`config.mk`:
```
export PLATFORM = sky130hd
export DESIGN_NAME = line_clear_sequencer
export DESIGN_NICKNAME = d
export VERILOG_FILES = /design/src/rtl/line_clear_sequencer_pkg.sv /design/src/rtl/line_clear_sequencer_points.sv /design/src/rtl/line_clear_sequencer.sv
export SDC_FILE = /design/constraint.sdc
export NUM_CORES = 1
export LEC_CHECK = 0
export BUFFER_PORTS_ARGS = -buffer_cell sky130_fd_sc_hd__clkbuf_2
export CORE_AREA = 2 2 329 331
export DETAILED_ROUTE_END_ITERATION = 10
export DIE_AREA = 0 0 331 333
export REMOVE_ABC_BUFFERS = 1
export SLEW_MARGIN = 40
export SYNTH_ARGS = -nofsm -noshare
export SYNTH_HDL_FRONTEND = slang
export SYNTH_SLANG_ARGS = --single-unit
```
`constraint.sdc`:
```
create_clock -name clk -period 7.4 [get_ports clk]
set_input_delay 0.37 -clock clk [delete_from_list [all_inputs] [get_ports clk]]
set_output_delay 0.37 -clock clk [all_outputs]
set_load 0.05 [all_outputs]
```
`src/rtl/line_clear_sequencer_pkg.sv`:
```
// line_clear_sequencer_pkg
// Shared definitions for the line-clear sequencer: board geometry, the board
// vector type, FSM state encoding and the per-batch scoring constants.
package line_clear_sequencer_pkg;

  localparam int ROWS  = 20;
  localparam int COLS  = 10;
  localparam int CELLS = ROWS * COLS;

  // Cell (r,c) lives at bit r*COLS+c; row 0 is the bottom row.
  typedef logic [0:CELLS-1] board_t;

  typedef enum logic [1:0] {
    IDLE,
    EVAL,
    LOAD,
    REPORT
  } state_t;

  // Widest award is 800, so ten bits cover every batch result.
  localparam int POINTS_W = 10;
  localparam logic [POINTS_W-1:0] POINTS_1 = 10'd100;
  localparam logic [POINTS_W-1:0] POINTS_2 = 10'd300;
  localparam logic [POINTS_W-1:0] POINTS_3 = 10'd500;
  localparam logic [POINTS_W-1:0] POINTS_4 = 10'd800;

endpackage

```
`src/rtl/line_clear_sequencer_points.sv`:
```
// line_points
// Combinational mapping from rows cleared in one batch to points awarded.
// Any batch of four or more rows earns the four-row award.
// Ports:
//   count   rows cleared in the batch (0..20)
//   points  points awarded for that batch
module line_points
  import line_clear_sequencer_pkg::*;
(
  input  logic [4:0]          count,
  output logic [POINTS_W-1:0] points
);

  always_comb begin
    points = '0;
    case (count)
      5'd0:    points = '0;
      5'd1:    points = POINTS_1;
      5'd2:    points = POINTS_2;
      5'd3:    points = POINTS_3;
      default: points = POINTS_4;
    endcase
  end

endmodule

```
`src/rtl/line_clear_sequencer.sv`:
```
// line_clear_sequencer
// Accepts a freshly locked board, loops it through the external row
// elimination stage until no full row remains, then reports the number of
// rows cleared and updates the running score and line total.
// Ports:
//   clk, rst_n     clock and asynchronous active-low reset
//   lock_valid     a locked board is offered on lock_board
//   lock_board     board with the landed piece merged
//   lock_ready     high only while idle
//   elim_board     board presented to the elimination stage
//   elim_flag      elimination stage reports a full row in elim_board
//   elim_result    elimination stage output, lowest full row removed
//   board          current board register
//   busy           high whenever not idle
//   done           one-cycle batch-finished pulse
//   lines_cleared  rows cleared in the last batch
//   score          saturating running score
//   total_lines    saturating running line total
//   clear_score    zero score and total_lines on the next edge
module line_clear_sequencer #(
  parameter int ROWS    = 20,
  parameter int COLS    = 10,
  parameter int SCORE_W = 20
) (
  input  logic                   clk,
  input  logic                   rst_n,
  input  logic                   lock_valid,
  input  logic [0:ROWS*COLS-1]   lock_board,
  output logic                   lock_ready,
  output logic [0:ROWS*COLS-1]   elim_board,
  input  logic                   elim_flag,
  input  logic [0:ROWS*COLS-1]   elim_result,
  output logic [0:ROWS*COLS-1]   board,
  output logic                   busy,
  output logic                   done,
  output logic [4:0]             lines_cleared,
  output logic [SCORE_W-1:0]     score,
  output logic [15:0]            total_lines,
  input  logic                   clear_score
);

  import line_clear_sequencer_pkg::*;

  state_t                state, next_state;
  logic [4:0]            batch_cnt;
  logic [POINTS_W-1:0]   points;
  logic                  finish;
  logic [SCORE_W:0]      score_sum;
  logic [16:0]           total_sum;
  logic [SCORE_W-1:0]    score_next;
  logic [15:0]           total_next;

  line_points u_points (
    .count  (batch_cnt),
    .points (points)
  );

  assign elim_board = board;
  assign lock_ready = (state == IDLE);
  assign busy       = (state != IDLE);

  // The batch ends on the EVAL edge where the stage sees no full row.
  assign finish = (state == EVAL) && !elim_flag;

  // One extra carry bit on each sum detects overflow for saturation.
  assign score_sum  = {1'b0, score} + (SCORE_W+1)'(points);
  assign total_sum  = {1'b0, total_lines} + {12'd0, batch_cnt};
  assign score_next = score_sum[SCORE_W] ? '1 : score_sum[SCORE_W-1:0];
  assign total_next = total_sum[16] ? 16'hFFFF : total_sum[15:0];

  always_ff @(posedge clk or negedge rst_n) begin
    if (!rst_n) state <= IDLE;
    else        state <= next_state;
  end

  always_comb begin
    next_state = state;
    case (state)
      IDLE:    if (lock_valid) next_state = EVAL;
      EVAL:    next_state = elim_flag ? LOAD : REPORT;
      LOAD:    next_state = EVAL;
      REPORT:  next_state = IDLE;
      default: next_state = IDLE;
    endcase
  end

  // Board, batch counter and reporting registers. clear_score takes
  // priority over the end-of-batch update so a coincident clear discards
  // that batch's points.
  always_ff @(posedge clk or negedge rst_n) begin
    if (!rst_n) begin
      board         <= '0;
      batch_cnt     <= '0;
      done          <= 1'b0;
      lines_cleared <= '0;
      score         <= '0;
      total_lines   <= '0;
    end else begin
      done <= finish;
      case (state)
        IDLE: begin
          if (lock_valid) begin
            board     <= lock_board;
            batch_cnt <= '0;
          end
        end
        LOAD: begin
          board <= elim_result;
          if (batch_cnt != 5'(ROWS)) batch_cnt <= batch_cnt + 5'd1;
        end
        default: ;
      endcase
      if (finish) lines_cleared <= batch_cnt;
      if (clear_score) begin
        score       <= '0;
        total_lines <= '0;
      end else if (finish) begin
        score       <= score_next;
        total_lines <= total_next;
      end
    end
  end

endmodule

```
---- Word-level counts from Yosys, hierarchy flattened ----
Index checks and enable logic that the tools add are counted.
operators by class
  $add $sub $neg .......................... 3
  equal/unequal tests ..................... 9
  muxes and demuxes ....................... 15
  reductions and logical operators ........ 9
operators by type and width
  operator                                                         count
  200-bit one-hot mux with 2 select lines                          1
  200-bit two-way mux                                              1
  20-bit two-way mux                                               3
  16-bit two-way mux                                               3
  10-bit one-hot mux with 4 select lines                           1
  20-bit by 10-bit adder with 21-bit output                        1
  16-bit by 5-bit adder with 17-bit output                         1
  5-bit by 2-bit == test with 1-bit output, second input constant  2
  5-bit two-way mux                                                2
  5-bit one-hot mux with 2 select lines                            1
  2-bit one-hot mux with 4 select lines                            1
  2-bit nonzero test                                               3
  5-bit by 1-bit adder with 5-bit output, second input constant    1
  5-bit by 1-bit == test with 1-bit output, second input constant  1
  5-bit zero test                                                  1
  5-bit != test, second input constant                             1
  2-bit == test, second input constant                             2
  2-bit != test, second input constant                             2
  3-bit AND reduction                                              1
  2-bit by 1-bit == test with 1-bit output, second input constant  1
  2-bit zero test                                                  1
  2-bit two-way mux                                                1
  2-bit AND reduction                                              1
  1-bit logical AND                                                1
  other kinds (2)                                                  2
storage, ports and cells
  register bits after elaboration ......... 249
  bits of input ports ..................... 405
  output and inout bits ................... 444

---- Logic depth before layout (Yosys ltp) ----
  depth in word-level cells ............... 6
  mapped depth ............................ 12
  mapped depth without buffers ............ 11

---- Modules after synthesis ----
From an unflattened synthesis, not the netlist that was laid out.
unflattened totals
  cell total of the unflattened synthesis .. 1,394
  area total of the unflattened synthesis .. 13,595.5 µm²
modules (own cells, without submodules)
  module                times used  cells each  area each (µm²)
  line_clear_sequencer  1           1,381       13,506.7
  line_points           1           13          88.8

---- Least setup slack after synthesis ----
OpenSTA, ideal clock, no wires.
  kind .................................... flip-flop to flip-flop
  start ................................... register batch_cnt[2]
  end ..................................... register score[3]
  setup time .............................. 83 ps
  data arrival time ....................... 2,819 ps
  path slack .............................. 4,499 ps
  stages on the path, launching flop included .. 13
  clock period less this slack ............ 2,901 ps
  cells stage by stage .................... dfrtp_1 clkbuf_1 nor3_1 and2_1 or2_2 ha_1 fa_1 a21oi_1 o21a_1 a21o_1 or4_1 buf_2 o21ai_0
on the way
  longest elaborated chain between the ends .. 6
  elaborated cells on any way between the ends .. 9
ends and longest elaborated chain
  item                                                              RTL line                           text
  start: declaration                                                line_clear_sequencer.sv:45         logic [4:0] batch_cnt;
  start signal: assignment                                          line_clear_sequencer.sv:109        if (batch_cnt != 5'(ROWS)) batch_cnt <= batch_cnt + 5'd1;
  5-bit by 2-bit == test with 1-bit output (tied with other cells)  line_clear_sequencer_points.sv:16  case (count)
  10-bit one-hot mux with 4 select lines (*)                        line_clear_sequencer_points.sv:16
  20-bit by 10-bit adder with 21-bit output (*)                     line_clear_sequencer.sv:66         assign score_sum = {1'b0, score} + (SCORE_W+1)'(points);
  20-bit two-way mux (*)                                            line_clear_sequencer.sv:68         assign score_next = score_sum[SCORE_W] ? '1 : score_sum[SCORE_W-1:0];
  20-bit two-way mux (*)                                            line_clear_sequencer.sv:117        end else if (finish) begin
  20-bit two-way mux (*)                                            line_clear_sequencer.sv:114        if (clear_score) begin
  end signal: assignment                                            line_clear_sequencer.sv:118        score <= score_next;
  end: declaration                                                  line_clear_sequencer.sv:37         output logic [SCORE_W-1:0] score,
Every way passes the cells marked *; elsewhere a longest branch is shown, timed or not. The select of a mux whose other input is x is not followed.
A chain may end at the register's enable or synchronous reset.

---- Worst setup path in the final report ----
  start ................................... register batch_cnt[2]
  end ..................................... register score[12]
Same word-level chain as after synthesis.

==> results list <==
* Overflow left after global routing: 0
* # Post-CTS Setup Buffers: 0
* Most common cell in the synthesized netlist: sky130_fd_sc_hd__dfrtp_1
- Avg Synthesized Cell Area: 9.701 sq um
- The number of antenna violations at the first check in global routing was 12.
- The synthesized design contains 248 register bits.
- CTS clock-pin slew for the worst setup and hold paths: 50 ps
- Clk root buf: sky130_fd_sc_hd__clkbuf_16
- The most critical setup path has its startpoint at batch_cnt[2]$_DFFE_PN0P_.
* RSZ-0062 raised after global routing: no
- After the first detailed-routing iteration, the DRC count stood at 718.
* First-pass GRT wire length: 87.89 mm
- Detailed routing inserted a total of 12.40k vias.
- Startpoint type of the worst setup path: flop
- Measured on the finished design, the core utilization comes to 17.84%.
- Class of the tightest hold or removal check: primary input to flop
* I/O Pins: 849
- Setup violations remaining at the end of the flow were counted as 0.
- Main synth FF type: sky130_fd_sc_hd__dfrtp_1
- Data arrives at the worst endpoint at 3780 ps.
- For this run, the top clock speed supported by timing is 0.3017 GHz.
- Die footprint: 110200 sq um
* Fraction of final layout cells sized beyond drive strength 1: 45.25%
- Floorplan row count: 120
* Wirelength, routed: 66.52 mm
- Counting cells, the worst reg-to-reg path comes to 10.
- By instance count, the cell type seen most on the critical path is sky130_fd_sc_hd__o21ai_0.
- By area the synthesized netlist is led by sky130_fd_sc_hd__dfrtp_1, sky130_fd_sc_hd__mux2i_1, sky130_fd_sc_hd__buf_4.
* Critical Path End Type: flop
- Across the routed clock network, the largest skew measured is 38.28 ps.
* Data required time at the worst endpoint: 7860 ps
- Walking the worst path, the cells encountered are nor3_1 -> and2_1 -> or2_2 -> a21oi_1 -> ha_1 -> o21a_1 -> o21ai_0 -> a21o_1 -> or4_1 -> o21ai_0.
- Max-Cap Viols: 0
- Standard cell with the maximum stage delay on the critical path: sky130_fd_sc_hd__or4_1
- Final hold violations: 0
* Ranking of synthesized cells by instance count: sky130_fd_sc_hd__dfrtp_1, sky130_fd_sc_hd__nand2_1, sky130_fd_sc_hd__o21ai_0, sky130_fd_sc_hd__mux2i_1, sky130_fd_sc_hd__buf_4
- # hold bufs at CTS: 1
- Average wire length per cell after detail routing: 19.34 um
- Setup Slack @ Placement: 4141 ps
- The worst register-to-register path ends at score[12]$_DFFE_PN0P_.
- The floorplan step defined a core boundary enclosing 106600 sq um.
- In this run the horizontal extent of the chip is 331 um.
* Cell type with the largest total area after synthesis: sky130_fd_sc_hd__dfrtp_1
- TritonCTS clock tree: yes
- In this run, synthesis inferred 0 flip-flops with an integrated enable.
- In this run, post-CTS repair resized a total of 0 instances.
- In this run the critical register-to-register path is launched from batch_cnt[2]$_DFFE_PN0P_.
* Avg Vias per Cell: 3.604
- In this run the worst path has a maximum fanout of 10.
- Starting density of the core: 12.69%
* Final Worst Setup Slack: 4086 ps
- For this run, the slowest stage of the critical path takes 620 ps.
* Final period utilization: 44.78%
- FILL cells: 11.93k
- Count of warnings emitted by yosys: 0
* End point of the critical path: score[12]$_DFFE_PN0P_
- Final HPWL DP: 54.77 mm
- The congestion estimate from routability-driven global placement came to 0.9438.
- The setup check on the worst reg-to-reg path leaves a slack of 4090 ps.
- Entering global routing, the biggest net connects 171 pins.
- After synthesis the cells add up to 13520 sq um.
- The flow ran to the end, and the final reports show no timing, DRC or antenna violations.
- The critical path in this run is classified as flop to flop.
* Synth unique cells: 52
* Num CTS Buffers: 35
- For the worst-skew pair, the clock arrives at the later sink with an insertion delay of 580 ps.
- For this design, the sink count on the clock tree is 248.
- Counting both buffers and inverters, the worst setup path holds a total of 0.
* Asr flop ratio synth: 100.0%
- The H-tree was split into 2 levels.
* Via count of the first global-routing pass: 11.65k
- In this run the tightest slew margin relative to its limit is 37.19%.
- Seq/Total Area, Yosys: 45.89%
- Growth of design area from synthesis to finish: 40.65%
- Overall routing resource usage: 11.41%
* Detailed-route DRC error count: 0
* Kind of cell adding the most delay to the critical path: simple AND/OR/NAND/NOR gates
- Count of final max-slew check failures: 0
* Crit. path cell count: 10
* Area fraction of the dominant cell type after synthesis: 45.89%
* Synthesized instance count: 1394
- The floorplan step set the die height to 333 um.
- Maximum buffer depth of the clock tree: 3
- Post-detailed-route count of antenna-violating nets: 0
- The net count of the finished layout is 2434.
* Number of input and output port buffers inserted: 848
* Min Tclk post-route: 3314 ps
- DR pass1 iterations: 5
- Tightest Pin Transition: 942.1 ps
-- area by class of cell --
type	instances	area (sq um)	area share, %
well taps	1403	1755	9.230
repair buffers	861	4456	23.43
inverters	19	72.57	0.3816
clock buffers	52	1011	5.315
clock inverters	8	92.59	0.4868
multi-input cells	845	5416	28.48
flip-flops and latches	248	6206	32.63
diodes	4	10.01	0.05263
-- layout by cell type, fill, tap and decap left out, types with 16 or more instances in the layout --
master,n
sky130_fd_sc_hd__dfrtp_1,248
sky130_fd_sc_hd__a21oi_1,19
sky130_fd_sc_hd__mux2i_1,210
sky130_fd_sc_hd__o21ai_0,227
sky130_fd_sc_hd__clkbuf_16,36
sky130_fd_sc_hd__nor3_1,17
sky130_fd_sc_hd__inv_1,18
sky130_fd_sc_hd__clkbuf_2,847
sky130_fd_sc_hd__nand2_1,227
sky130_fd_sc_hd__nand3_1,16
sky130_fd_sc_hd__ha_1,17
-- state kept, by name, summed over array words and instances (netlist names) --
name / cells
board: 200
batch_cnt: 5
done: 1
lines_cleared: 5
total_lines: 16
state: 2
score: 19
-- tightest hold or removal path, delay by kind of cell --
kind | cells | cell delay (ps)
AO/OA/AOI/OAI | 1 | 120
buffers and inverters | 1 | 70
multiplexers | 1 | 50
-- worst min-delay path by stage --
stage               cells past startpoint                      endpoint                          from  slack, ps
floorplan                               0      batch_cnt[0]$_DFFE_PN0P_                         rst_n         70
global route                            3         board[92]$_DFFE_PN0P_                lock_board[92]         50
detailed placement                      2  lines_cleared[3]$_DFFE_PN0P_  lines_cleared[3]$_DFFE_PN0P_        480
finish                                  3         board[36]$_DFFE_PN0P_                lock_board[36]         80
CTS                                     3        board[115]$_DFFE_PN0P_               lock_board[115]         10
global placement                        2  lines_cleared[4]$_DFFE_PN0P_  lines_cleared[4]$_DFFE_PN0P_        460
-- kinds of logic (layout without fill, tap and decap cells) --
group	count (synthesis)	count (layout)	synth area share [%]
and+or+nand+nor	320	320	10.34
buffers and inverters	301	940	14.19
AOI/OAI and AO/OA	282	282	11.24
DFF	248	248	45.89
muxes	211	211	15.63
adders and majority gates	19	19	1.869
xor gates and xnor gates	13	13	0.8420
other	0	4	0
-- routing by layer --
layer | global-route usage [%] | wire [um] | share of wire [%]
met3 | 3.137 | 5007 | 7.5
met4 | 3.738 | 1901 | 2.9
met1 | 13.39 | 26350 | 40
met5 | 0 | 69 | 0.10
met2 | 19.88 | 33190 | 50
-- metrics by stage --
| step | cell area, sq um | hold WS, ps | setup TNS, ps | std cells |
|---|---|---|---|---|
| detailed placement | 17840 | 475.6 | 0 | 3373 |
| global route | 19010 | 51.50 | 0 | 3438 |
| floorplan | 11680 | 74.41 | -1481440 | 1112 |
| global placement | 17810 | 464.9 | 0 | 3372 |
| finish | 19020 | 81.56 | 0 | 3440 |
| CTS | 18950 | 14.36 | 0 | 3434 |
Power is not shown: default switching activity piles up to over one toggle a cycle in this logic, so the estimate is an artifact.
